==> src/rtl/sdp_impl.sv <==
// Control-selected 8-bit arithmetic datapath. STAGES=1 gives the single-cycle
// reference behaviour; STAGES=4 gives the pipeline with the same results three cycles later.
module sdp_impl #(
  parameter int WIDTH  = 8,
  parameter int STAGES = 4  // 1 = reference, 4 = pipelined
) (
  input  logic             clk,
  input  logic             reset,
  input  logic             ctl_1,
  input  logic             ctl_2,
  input  logic [WIDTH-1:0] a,
  input  logic [WIDTH-1:0] b,
  input  logic [WIDTH-1:0] c,
  output logic [WIDTH-1:0] out
);

  localparam int PW = 2 * WIDTH;

  // First half of f: a*b for the multiply-then-add/sub modes, a+b or a^b carried forward otherwise.
  function automatic logic [PW-1:0] product_term(input logic [1:0] ctl,
                                                 input logic [WIDTH-1:0] x,
                                                 input logic [WIDTH-1:0] y);
    logic [PW-1:0] xw;
    logic [PW-1:0] yw;
    logic [PW-1:0] t;
    xw = {{WIDTH{1'b0}}, x};
    yw = {{WIDTH{1'b0}}, y};
    case (ctl)
      2'b00, 2'b01: t = xw * yw;
      2'b10:        t = xw + yw;
      default:      t = xw ^ yw;
    endcase
    return t;
  endfunction

  // Second half of f; truncation to WIDTH happens only here.
  function automatic logic [WIDTH-1:0] combine(input logic [1:0] ctl,
                                               input logic [PW-1:0] term,
                                               input logic [WIDTH-1:0] z);
    logic [PW-1:0] zw;
    logic [PW-1:0] r;
    zw = {{WIDTH{1'b0}}, z};
    case (ctl)
      2'b01:   r = term - zw;
      2'b10:   r = term * zw;
      default: r = term + zw;
    endcase
    return r[WIDTH-1:0];
  endfunction

  logic [1:0]       ctl_in;
  logic [WIDTH-1:0] out_q;

  assign ctl_in = {ctl_1, ctl_2};
  assign out    = out_q;

  generate
    if (STAGES == 1) begin : g_ref
      always_ff @(posedge clk or posedge reset) begin
        if (reset) begin
          out_q <= '0;
        end else begin
          out_q <= combine(ctl_in, product_term(ctl_in, a, b), c);
        end
      end
    end else begin : g_pipe
      logic [1:0]       s1_ctl_q;
      logic [WIDTH-1:0] s1_a_q;
      logic [WIDTH-1:0] s1_b_q;
      logic [WIDTH-1:0] s1_c_q;
      logic [1:0]       s2_ctl_q;
      logic [PW-1:0]    s2_term_q;
      logic [WIDTH-1:0] s2_c_q;
      logic [PW-1:0]    s2_term_d;
      logic [WIDTH-1:0] s3_res_q;
      logic [WIDTH-1:0] s3_res_d;

      // Each stage uses only the ctl copy registered alongside its own data.
      assign s2_term_d = product_term(s1_ctl_q, s1_a_q, s1_b_q);
      assign s3_res_d  = combine(s2_ctl_q, s2_term_q, s2_c_q);

      always_ff @(posedge clk or posedge reset) begin
        if (reset) begin
          s1_ctl_q  <= '0;
          s1_a_q    <= '0;
          s1_b_q    <= '0;
          s1_c_q    <= '0;
          s2_ctl_q  <= '0;
          s2_term_q <= '0;
          s2_c_q    <= '0;
          s3_res_q  <= '0;
          out_q     <= '0;
        end else begin
          s1_ctl_q  <= ctl_in;
          s1_a_q    <= a;
          s1_b_q    <= b;
          s1_c_q    <= c;
          s2_ctl_q  <= s1_ctl_q;
          s2_term_q <= s2_term_d;
          s2_c_q    <= s1_c_q;
          s3_res_q  <= s3_res_d;
          out_q     <= s3_res_q;
        end
      end
    end
  endgenerate

endmodule

==> config.mk <==
export PLATFORM = sky130hd
export DESIGN_NAME = sdp_impl
export DESIGN_NICKNAME = d
export VERILOG_FILES = /design/src/rtl/sdp_impl.sv
export SDC_FILE = /design/constraint.sdc
export NUM_CORES = 1
export LEC_CHECK = 0
export CAP_MARGIN = 30
export CORE_ASPECT_RATIO = 1.25
export CORE_MARGIN = 2
export CORE_UTILIZATION = 45
export DETAILED_ROUTE_END_ITERATION = 8
export HOLD_SLACK_MARGIN = 0.05
export PLACE_DENSITY = 0.72
export SYNTH_ARGS = -nofsm -noshare
export SYNTH_HDL_FRONTEND = slang
export SYNTH_SLANG_ARGS = --single-unit
==> constraint.sdc <==
create_clock -name clk -period 3.49 [get_ports clk]
set_input_delay 0.8725 -clock clk [delete_from_list [all_inputs] [get_ports clk]]
set_output_delay 0.8725 -clock clk [all_outputs]
set_load 0.02 [all_outputs]
==> results.sh, run 1 <==
export IMPL_yosysWarnings=0
export IMPL_max_cap_violations=0
export IMPL_core_rowCount=39
export IMPL_grt_pass1_vias=3340
export IMPL_synth_seq_cells=60
export IMPL_overflow=0
export IMPL_clock_power_share_pct=26.8
export IMPL_place_area_um2=4880
export IMPL_worstMarginPinSlew_ps=588
export IMPL_holdWs_ps=346
export IMPL_status="finished with violations"
export IMPL_die_w_um=90.4
export IMPL_violations="negative setup slack"
export IMPL_syn_area_um2=4200
export IMPL_layout_drive_gt1_share_pct=27.3
export IMPL_syn_inst=399
export IMPL_cts_tree="yes"
export IMPL_hp_class="reg -> reg"
export IMPL_clk_pin_slew_ps=50
export IMPL_cp_end_kind="flip-flop"
export IMPL_final_hold_viol_count=0
export IMPL_maxSlewHeadroom_pct=60.8
export IMPL_dr_pass1_iters=4
export IMPL_period_share_pct=100
export IMPL_ys_top_cells_by_area="dfrtp_1, ha_1, fa_1, xnor2_1, inv_1"
export IMPL_cts_path_max_buffers=2
export IMPL_reg2reg_depth=15
export IMPL_cts_root_buffer="clkbuf_16"
export IMPL_min_path_cells=0
export IMPL_critical_path_class="reg -> reg"
export IMPL_seq_area_frac_synth_pct=35.8
export IMPL_post_route_cell_area_um2=5520
export IMPL_vias=3027
export IMPL_setup_tns_final_ps=-16.3
export IMPL_crit_fanout=2
export IMPL_layout_nets=585
export IMPL_grt_pass1_wl_um=15000
export IMPL_vias_per_cell=4.95
export IMPL_antenna_left=0
export IMPL_fmax_mhz=285
export IMPL_dpl_hpwl_um=6680
export IMPL_min_period_ps=3510
export IMPL_cts_buffers=9
export IMPL_wire_per_inst_um=15.1
export IMPL_clock_latency_ps=330
export IMPL_cts_hold_buf=0
export IMPL_grt_max_degree=39
export IMPL_grt_total_usage_pct=19.1
export IMPL_io_buffers=35
export IMPL_power_leakage_nw=2.59
export IMPL_worstPathRequired_ps=3690
export IMPL_htreeDepth=3
export IMPL_vdd_drop_max_v=0.000353
export IMPL_drt_iter0_markers=97
export IMPL_worst_slack_ps=-16.3
export IMPL_syn_nets=501
export IMPL_antenna_found_initial=0
export IMPL_synth_top_cell_area_share_pct=35.8
export IMPL_cell_internal_pwr_w=0.00235
export IMPL_boundaryPins=36
export IMPL_start_kind="flip-flop"
export IMPL_routed_wl_um=9240
export IMPL_syn_area_per_cell_um2=10.5
export IMPL_seqPwrFrac_pct=25.5
export IMPL_fp_dieH_um=112
export IMPL_synthDistinctLibCells=34
export IMPL_setup_viol=1
export IMPL_n_antenna_cell=0
export IMPL_initial_core_util_pct=46.0
export IMPL_syn_to_final_growth_pct=31.5
export IMPL_p_sw_w=0.00123
export IMPL_power_density_nw_per_um2=647
export IMPL_arrival_ps=3700
export IMPL_drcViolationCount=0
export IMPL_synth_area_leader_cell="dfrtp_1"
export IMPL_gp_congestion=0.954
export IMPL_rsz0062_at_grt="yes"
export IMPL_core_area_um2=9130
export IMPL_cts_sinks=60
export IMPL_p_sw_share_pct=34.3
export IMPL_power_frac_comb_pct=47.6
export IMPL_dieArea_um2=10100
export IMPL_fin_skew_ps=4.34
export IMPL_finalMaxSlewViolations=0
cells by family after synthesis:
family          count (synthesis)  synth area share, %
compound gates                 43                 5.99
buf+inv                        66                 6.44
mux                             8                 1.97
fa+ha+maj                      74                 26.7
simple gates                   97                 11.8
flops                          60                 35.8
xor+xnor                       51                 11.4
state kept, by name, indices dropped and copies added, names as in the netlist:
register and cells:
g_pipe.s1_ctl_q 2, g_pipe.s1_a_q 8, g_pipe.s2_c_q 8, g_pipe.s2_ctl_q 2, g_pipe.s1_c_q 8, out 8, g_pipe.s1_b_q 8, g_pipe.s2_term_q 8
g_pipe.s3_res_q 8
power groups by stage:
| stage | registers [W] | logic, W | clock network, W |
|---|---|---|---|
| after floorplan | 0.000949 | 0.000996 | 0 |
| after global placement | 0.000917 | 0.00144 | 0 |
| after detailed placement | 0.000921 | 0.00149 | 0 |
| after CTS | 0.000908 | 0.00162 | 0.000973 |
| after global routing | 0.000924 | 0.00188 | 0.00101 |
| final | 0.000913 | 0.00170 | 0.000958 |
synth_stat cells, drive strengths merged:
cell	count
a31oi	5
xnor2	40
buf	5
inv	58
or3	1
mux2i	6
dfrtp	60
nand3b	1
a21o	7
a41oi	1
ha	48
xor2	11
and2	31
nand2	36
o21bai	1
nand2b	3
nor3	2
nor4	1
o211ai	1
nor2b	3
fa	26
o21ai	5
nor2	19
mux2	2
a21oi	23
clkbuf	3
cells in the final DEF (no fill, tap or decap), types with 6 or more instances in the layout:
cell type and n:
nand2_1 28, nand2_2 7, fa_1 17, xnor2_1 36
a21o_1 7, clkbuf_16 9, buf_4 39, fa_2 9
mux2i_1 6, inv_1 43, a21oi_1 18, xor2_1 10
and2_4 6, buf_6 7, clkdlybuf4s50_1 35, ha_1 36
nor2_1 18, ha_4 7, and2_1 22, inv_2 15
dfrtp_1 56
worst max-delay path: stages, from the launching register on:
cell     delay, ps
dfrtp_1        380
buf_6          120
ha_4           130
inv_2           50
fa_1           540
inv_2           60
ha_4           260
inv_2           30
fa_1           450
fa_2           390
xor2_2         170
xnor2_1        210
xnor2_1        180
xnor2_1        190
xnor2_1        140
mux2i_1         90
timing repair:
item | 4_1_cts | 5_1_grt
setup buffers | 8 | 8
gates resized for setup | 18 | 42
setup endpoints to repair | 4 | 4
pin swaps | 25 | 51
final cells by class:
cell class	instances	area (um^2)
Clock buffer	9	225
Inverter	58	218
Sequential cell	60	1510
Tap cell	123	154
Fill cell	727	3600
Clock inverter	7	98.8
Multi-Input combinational cell	273	2600
Timing Repair Buffer	81	722
path summary, 6_finish.rpt:
path                             startpoint             endpoint  slack, ps
setup reg to reg           g_pipe.s1_a_q[3]  g_pipe.s2_term_q[7]        -20
max in group asynchronous             reset     g_pipe.s2_c_q[2]       1790
hold reg to reg            g_pipe.s1_c_q[3]     g_pipe.s2_c_q[3]        350
setup / recovery           g_pipe.s1_a_q[3]  g_pipe.s2_term_q[7]        -20
min in group asynchronous             reset     g_pipe.s1_c_q[1]        870
hold / removal             g_pipe.s1_c_q[3]     g_pipe.s2_c_q[3]        350
through the flow:
step | worst slack, ps | util [%] | cells | power, W
2_1_floorplan | 20.3 | - | 399 | 0.00194
3_3_place_gp | -81.0 | 53.5 | 579 | 0.00236
3_5_place_dp | -133 | 53.5 | 579 | 0.00241
4_1_cts | 4.03 | 58.5 | 603 | 0.00350
5_1_grt | -116 | 60.5 | 611 | 0.00382
6_report | -16.3 | 60.5 | 611 | 0.00357
layer usage:
layer / global-route usage (%) / share of wire, % / vias up
met5: 0 / 0 / -
met4: 11.6 / 4.9 / 0
met3: 3.86 / 2.9 / 35
met2: 37.8 / 58 / 68
met1: 17.6 / 35 / 1493
li1: - / - / 1431
No activity file was read; power rests on OpenSTA's default activity.
==> run 2, diff against run 1 <==
--- a/config.mk
+++ b/config.mk
@@ -12,6 +12,7 @@
 export DETAILED_ROUTE_END_ITERATION = 8
 export HOLD_SLACK_MARGIN = 0.05
 export PLACE_DENSITY = 0.72
+export RECOVER_POWER = 50
 export SYNTH_ARGS = -nofsm -noshare
 export SYNTH_HDL_FRONTEND = slang
 export SYNTH_SLANG_ARGS = --single-unit
==> run 2 against run 1 <==
  * The run still ends with negative setup slack left
  * Cell area barely moved
  * Final cell count did not move
  * Global-route usage did not move
  * Worst setup slack barely moved
  * Via count barely moved
  * Non-clock buffer count did not move
  * Sequential power barely moved
  * Register-to-register slack barely moved
  * Hold slack did not move
  * Critical path depth did not move
  * Sequential share of layout area barely moved
  * Critical path type unchanged
==> results.sh, run 2 (synthesized netlist as in run 1, its figures left out) <==
export IMPL_status="finished with violations"
export IMPL_violations="negative setup slack"
export IMPL_initial_core_util_pct=46.0
export IMPL_cts_path_max_buffers=2
export IMPL_worst_slack_ps=-16.4
export IMPL_grt_max_degree=39
export IMPL_cts_buffers=9
export IMPL_fin_skew_ps=4.35
export IMPL_cts_sinks=60
export IMPL_reg2reg_depth=15
export IMPL_critical_path_class="reg -> reg"
export IMPL_gp_congestion=0.954
export IMPL_mostFrequentLayoutCell="dfrtp_1"
export IMPL_antenna_left=0
export IMPL_cp_end_kind="flip-flop"
export IMPL_start_kind="flip-flop"
export IMPL_cts_root_buffer="clkbuf_16"
export IMPL_crit_fanout=2
export IMPL_boundaryPins=36
export IMPL_layout_drive_gt1_share_pct=26.8
export IMPL_vdd_drop_max_v=0.000350
export IMPL_vias=3028
export IMPL_antenna_found_initial=0
export IMPL_cts_hold_buf=0
export IMPL_htreeDepth=3
export IMPL_place_area_um2=4880
export IMPL_power_density_nw_per_um2=647
export IMPL_overflow=0
export IMPL_grt_pass1_vias=3340
export IMPL_drt_iter0_markers=97
export IMPL_maxSlewHeadroom_pct=44.1
export IMPL_fmax_mhz=285
export IMPL_r2r_start="g_pipe.s1_a_q[3]"
export IMPL_hp_class="reg -> reg"
export IMPL_max_cap_violations=0
export IMPL_layout_nets=585
export IMPL_dieArea_um2=10100
export IMPL_dpl_hpwl_um=6680
export IMPL_setup_viol=1
export IMPL_r2r_end="g_pipe.s2_term_q[7]"
export IMPL_fp_dieH_um=112
export IMPL_cts_tree="yes"
export IMPL_routed_wl_um=9240
export IMPL_final_hold_viol_count=0
export IMPL_clk_pin_slew_ps=50
export IMPL_period_share_pct=100
export IMPL_wire_per_inst_um=15.1
export IMPL_setup_tns_final_ps=-16.4
export IMPL_multi_input_area_um2=2600
export IMPL_worstMarginPinSlew_ps=837
export IMPL_core_rowCount=39
export IMPL_n_antenna_cell=0
export IMPL_fill_cells=727
export IMPL_power_leakage_nw=2.60
export IMPL_rsz0062_at_grt="yes"
export IMPL_grt_total_usage_pct=19.1
export IMPL_die_w_um=90.4
export IMPL_min_path_cells=0
export IMPL_syn_to_final_growth_pct=31.4
export IMPL_io_buffers=35
export IMPL_finalMaxSlewViolations=0
export IMPL_dr_pass1_iters=4
export IMPL_hold_path_end="g_pipe.s2_c_q[3]"
export IMPL_drcViolationCount=0
export IMPL_worstPathRequired_ps=3690
export IMPL_min_period_ps=3510
export IMPL_core_area_um2=9130
export IMPL_arrival_ps=3700
export IMPL_vias_per_cell=4.96
export IMPL_r2r_slack_ps=-20
export IMPL_dp_slack_ps=-133
export IMPL_finalPower_w=0.00357
export IMPL_register_area_um2=1510
export IMPL_post_route_cell_area_um2=5520
export IMPL_grt_pass1_wl_um=15000
export IMPL_clock_latency_ps=330
export IMPL_mostFrequentLayoutCells="dfrtp_1, inv_1, buf_4"
export IMPL_worstHoldStart="g_pipe.s1_c_q[3]"
run 2: report_power, final:
part	total [W]	internal, W	switching, W
combinational	0.00170	0.000884	0.000811
clock	0.000958	0.000629	0.000329
sequential	0.000913	0.000827	0.0000859
total	0.00357	0.00234	0.00123
run 2: metrics by stage:
step                hold slack [ps]  util [%]  instances
floorplan                       331         -        399
global placement                332      53.5        579
detailed placement              335      53.5        579
CTS                             347      58.5        603
global route                    353      60.5        611
finish                          346      60.5        611
run 2: layout make-up:
| class | count | area share (%) |
|---|---|---|
| clock buffer | 9 | 4.08 |
| clock inverter | 7 | 1.79 |
| inverter | 58 | 3.95 |
| multi-input combinational | 273 | 47.1 |
| sequential | 60 | 27.3 |
| tap | 123 | 2.79 |
| timing repair buffer | 81 | 13.0 |
run 2: repair_timing:
action,CTS,global route
pin swaps,25,51
gates resized for setup,18,42
setup buffers,8,8
setup endpoints to repair,4,4
run 2: how the worst max path moves through the flow:
| stage | from | cells after the start | endpoint | slack [ps] |
|---|---|---|---|---|
| CTS | g_pipe.s2_term_q[1] | 16 | g_pipe.s3_res_q[7] | 4 |
| finish | g_pipe.s1_a_q[3] | 15 | g_pipe.s2_term_q[7] | -20 |
| global route | g_pipe.s1_a_q[3] | 15 | g_pipe.s2_term_q[7] | -120 |
| global placement | g_pipe.s1_a_q[2] | 13 | g_pipe.s2_term_q[7] | -80 |
| detailed placement | g_pipe.s2_c_q[3] | 16 | g_pipe.s3_res_q[7] | -130 |
| floorplan | g_pipe.s1_a_q[2] | 13 | g_pipe.s2_term_q[7] | 20 |
run 2: critical path, cell delays in order (launching register included):
cell and delay, ps:
dfrtp_1 380, buf_6 120, ha_4 130, inv_2 50, fa_1 540, inv_2 60, ha_4 260, inv_2 30
fa_1 450, fa_2 390, xor2_2 170, xnor2_1 210, xnor2_1 180, xnor2_1 190, xnor2_1 140, mux2i_1 90
run 2: layer usage:
metal / GRT usage, % / wire, um / vias to the layer above
li1: - / - / 1432
met1: 17.6 / 3190 / 1493
met3: 3.86 / 267 / 35
met5: 0 / 0 / -
met2: 37.8 / 5320 / 68
met4: 11.6 / 452 / 0
==> run 3, diff against run 2 <==
--- a/config.mk
+++ b/config.mk
@@ -13,6 +13,9 @@
 export HOLD_SLACK_MARGIN = 0.05
 export PLACE_DENSITY = 0.72
 export RECOVER_POWER = 50
+export REMOVE_ABC_BUFFERS = 1
+export SKIP_CTS_REPAIR_TIMING = 1
+export SLEW_MARGIN = 20
 export SYNTH_ARGS = -nofsm -noshare
 export SYNTH_HDL_FRONTEND = slang
 export SYNTH_SLANG_ARGS = --single-unit
==> run 3 against run 2 <==
  * The run still ends with negative setup slack left
  * Worst setup slack worse by 25 ps
  * Cell area is 0.48% lower
  * Sequential cell count stayed put
  * Wire length is 3.7% lower
  * Clock power is 10% lower
  * Clock skew is 3.6 ps higher
  * Sequential share of layout area is 0.13 points higher
  * Fmax is 0.71% lower
  * Power is 2.3% lower
  * First-iteration DRC count is 3.1% lower
  * Utilization is 0.29 points lower
  * Combinational power hardly changed
  * Critical path type unchanged
  * Highest routed layer unchanged
==> results.sh, run 3 (synthesized netlist as in run 1, its figures left out) <==
export IMPL_status="finished with violations"
export IMPL_violations="negative setup slack"
export IMPL_wire_per_inst_um=14.6
export IMPL_layout_nets=584
export IMPL_overflow=0
export IMPL_vdd_drop_max_v=0.000371
export IMPL_slowest_delay_ps=550
export IMPL_initial_core_util_pct=46.0
export IMPL_dr_pass1_iters=4
export IMPL_max_cap_violations=0
export IMPL_multi_input_area_um2=2610
export IMPL_mostFrequentLayoutCell="dfrtp_1"
export IMPL_dieArea_um2=10100
export IMPL_critical_path_class="reg -> reg"
export IMPL_grt_max_degree=33
export IMPL_endpoint="g_pipe.s2_term_q[7]"
export IMPL_gp_congestion=0.972
export IMPL_power_density_nw_per_um2=635
export IMPL_grt_total_usage_pct=17.6
export IMPL_core_area_um2=9130
export IMPL_finalMaxSlewViolations=0
export IMPL_fmax_mhz=283
export IMPL_cts_buffers=9
export IMPL_r2r_start="g_pipe.s1_b_q[2]"
export IMPL_vias=2978
export IMPL_fp_dieH_um=112
export IMPL_period_share_pct=101
export IMPL_cts_path_max_buffers=2
export IMPL_antenna_left=0
export IMPL_worstMarginPinSlew_ps=1100
export IMPL_start_kind="flip-flop"
export IMPL_critPathLaunch="g_pipe.s1_b_q[2]"
export IMPL_r2r_slack_ps=-40
export IMPL_setup_viol=1
export IMPL_final_hold_viol_count=0
export IMPL_cts_sinks=60
export IMPL_fin_skew_ps=7.97
export IMPL_min_period_ps=3530
export IMPL_finalPower_w=0.00348
export IMPL_antenna_found_initial=0
export IMPL_arrival_ps=3720
export IMPL_dpl_hpwl_um=6720
export IMPL_hp_class="reg -> reg"
export IMPL_worst_slack_ps=-41.3
export IMPL_io_buffers=35
export IMPL_fill_cells=733
export IMPL_rsz0062_at_grt="yes"
export IMPL_n_antenna_cell=0
export IMPL_core_rowCount=39
export IMPL_layout_drive_gt1_share_pct=25.5
export IMPL_syn_to_final_growth_pct=30.8
export IMPL_cts_tree="yes"
export IMPL_grt_pass1_wl_um=13800
export IMPL_power_leakage_nw=2.59
export IMPL_slowest_stage="fa_2"
export IMPL_drcViolationCount=0
export IMPL_setup_tns_final_ps=-41.3
export IMPL_r2r_end="g_pipe.s2_term_q[7]"
export IMPL_crit_fanout=4
export IMPL_boundaryPins=36
export IMPL_grt_pass1_vias=3101
export IMPL_vias_per_cell=4.88
export IMPL_clk_pin_slew_ps=60
export IMPL_cts_root_buffer="clkbuf_16"
export IMPL_register_area_um2=1510
export IMPL_path_cells="buf_6 -> and2_4 -> fa_2 -> inv_2 -> fa_1 -> fa_1 -> fa_2 -> inv_2 -> ha_4 -> a21oi_2 -> xnor2_1 -> xnor2_1 -> mux2i_1"
export IMPL_routed_wl_um=8890
export IMPL_clock_latency_ps=330
export IMPL_drt_iter0_markers=94
export IMPL_htreeDepth=3
export IMPL_cp_end_kind="flip-flop"
export IMPL_mostFrequentLayoutCells="dfrtp_1, inv_1, buf_4"
export IMPL_worstPathRequired_ps=3680
export IMPL_reg2reg_depth=13
export IMPL_die_w_um=90.4
export IMPL_maxSlewHeadroom_pct=26.8
## run 3: cell types whose count changed in the layout (fill, tap and decap cells not counted), sizes merged
cell and change:
inv -1, clkinvlp +1, clkbuf +1, bufinv -1, buf -1
## run 3: where the power goes
part | internal (W) | leakage [nW] | total [W] | switching (W)
Combinational | 0.000898 | 1.75 | 0.00171 | 0.000810
Clock | 0.000551 | 0.139 | 0.000860 | 0.000308
Sequential | 0.000827 | 0.693 | 0.000916 | 0.0000888
## run 3: how the worst min path moves through the flow
stage                        from                to  slack, ps  cells after the start
6_report         g_pipe.s1_c_q[1]  g_pipe.s2_c_q[1]        340                      0
5_1_grt          g_pipe.s1_c_q[1]  g_pipe.s2_c_q[1]        350                      0
4_1_cts          g_pipe.s1_c_q[6]  g_pipe.s2_c_q[6]        340                      0
3_5_place_dp   g_pipe.s3_res_q[2]            out[2]        330                      0
3_3_place_gp     g_pipe.s1_c_q[6]  g_pipe.s2_c_q[6]        330                      0
2_1_floorplan    g_pipe.s1_c_q[0]  g_pipe.s2_c_q[0]        330                      0
## run 3: worst max-delay path, delay by kind of cell (launching register included)
kind	cells	cell delay, ps
adder cells (fa/ha/maj)	5	2130
flip-flops	1	390
XOR/XNOR	2	270
buffers and inverters	3	240
AO/OA/AOI/OAI	1	140
AND/OR/NAND/NOR	1	130
multiplexers	1	80
## run 3: area by class of cell
type	count	area share, %
clock buffers	10	4.17
clock inverters	6	1.16
inverters	58	3.97
multi-input cells	273	47.5
flip-flops and latches	60	27.4
well taps	123	2.80
repair buffers	80	13.0
## run 3: stage by stage
step           instance area [um^2]  hold WS, ps  utilization, %  worst slack (ps)  std cells
2_1_floorplan                  4150          331               -             -78.8        391
3_3_place_gp                   4900          332            53.7              -118        581
3_5_place_dp                   4900          335            53.7              -172        581
4_1_cts                        5190          341            56.9              -187        597
5_1_grt                        5490          345            60.2              -204        610
6_report                       5490          340            60.2             -41.3        610
## run 3: per-layer routing
metal | global-route usage [%] | vias up | share of wire [%]
met2 | 36.4 | 77 | 60
met1 | 15.3 | 1446 | 33
li1 | - | 1423 | -
met5 | 0 | - | 0
met4 | 9.33 | 0 | 4.3
met3 | 3.59 | 32 | 3.0
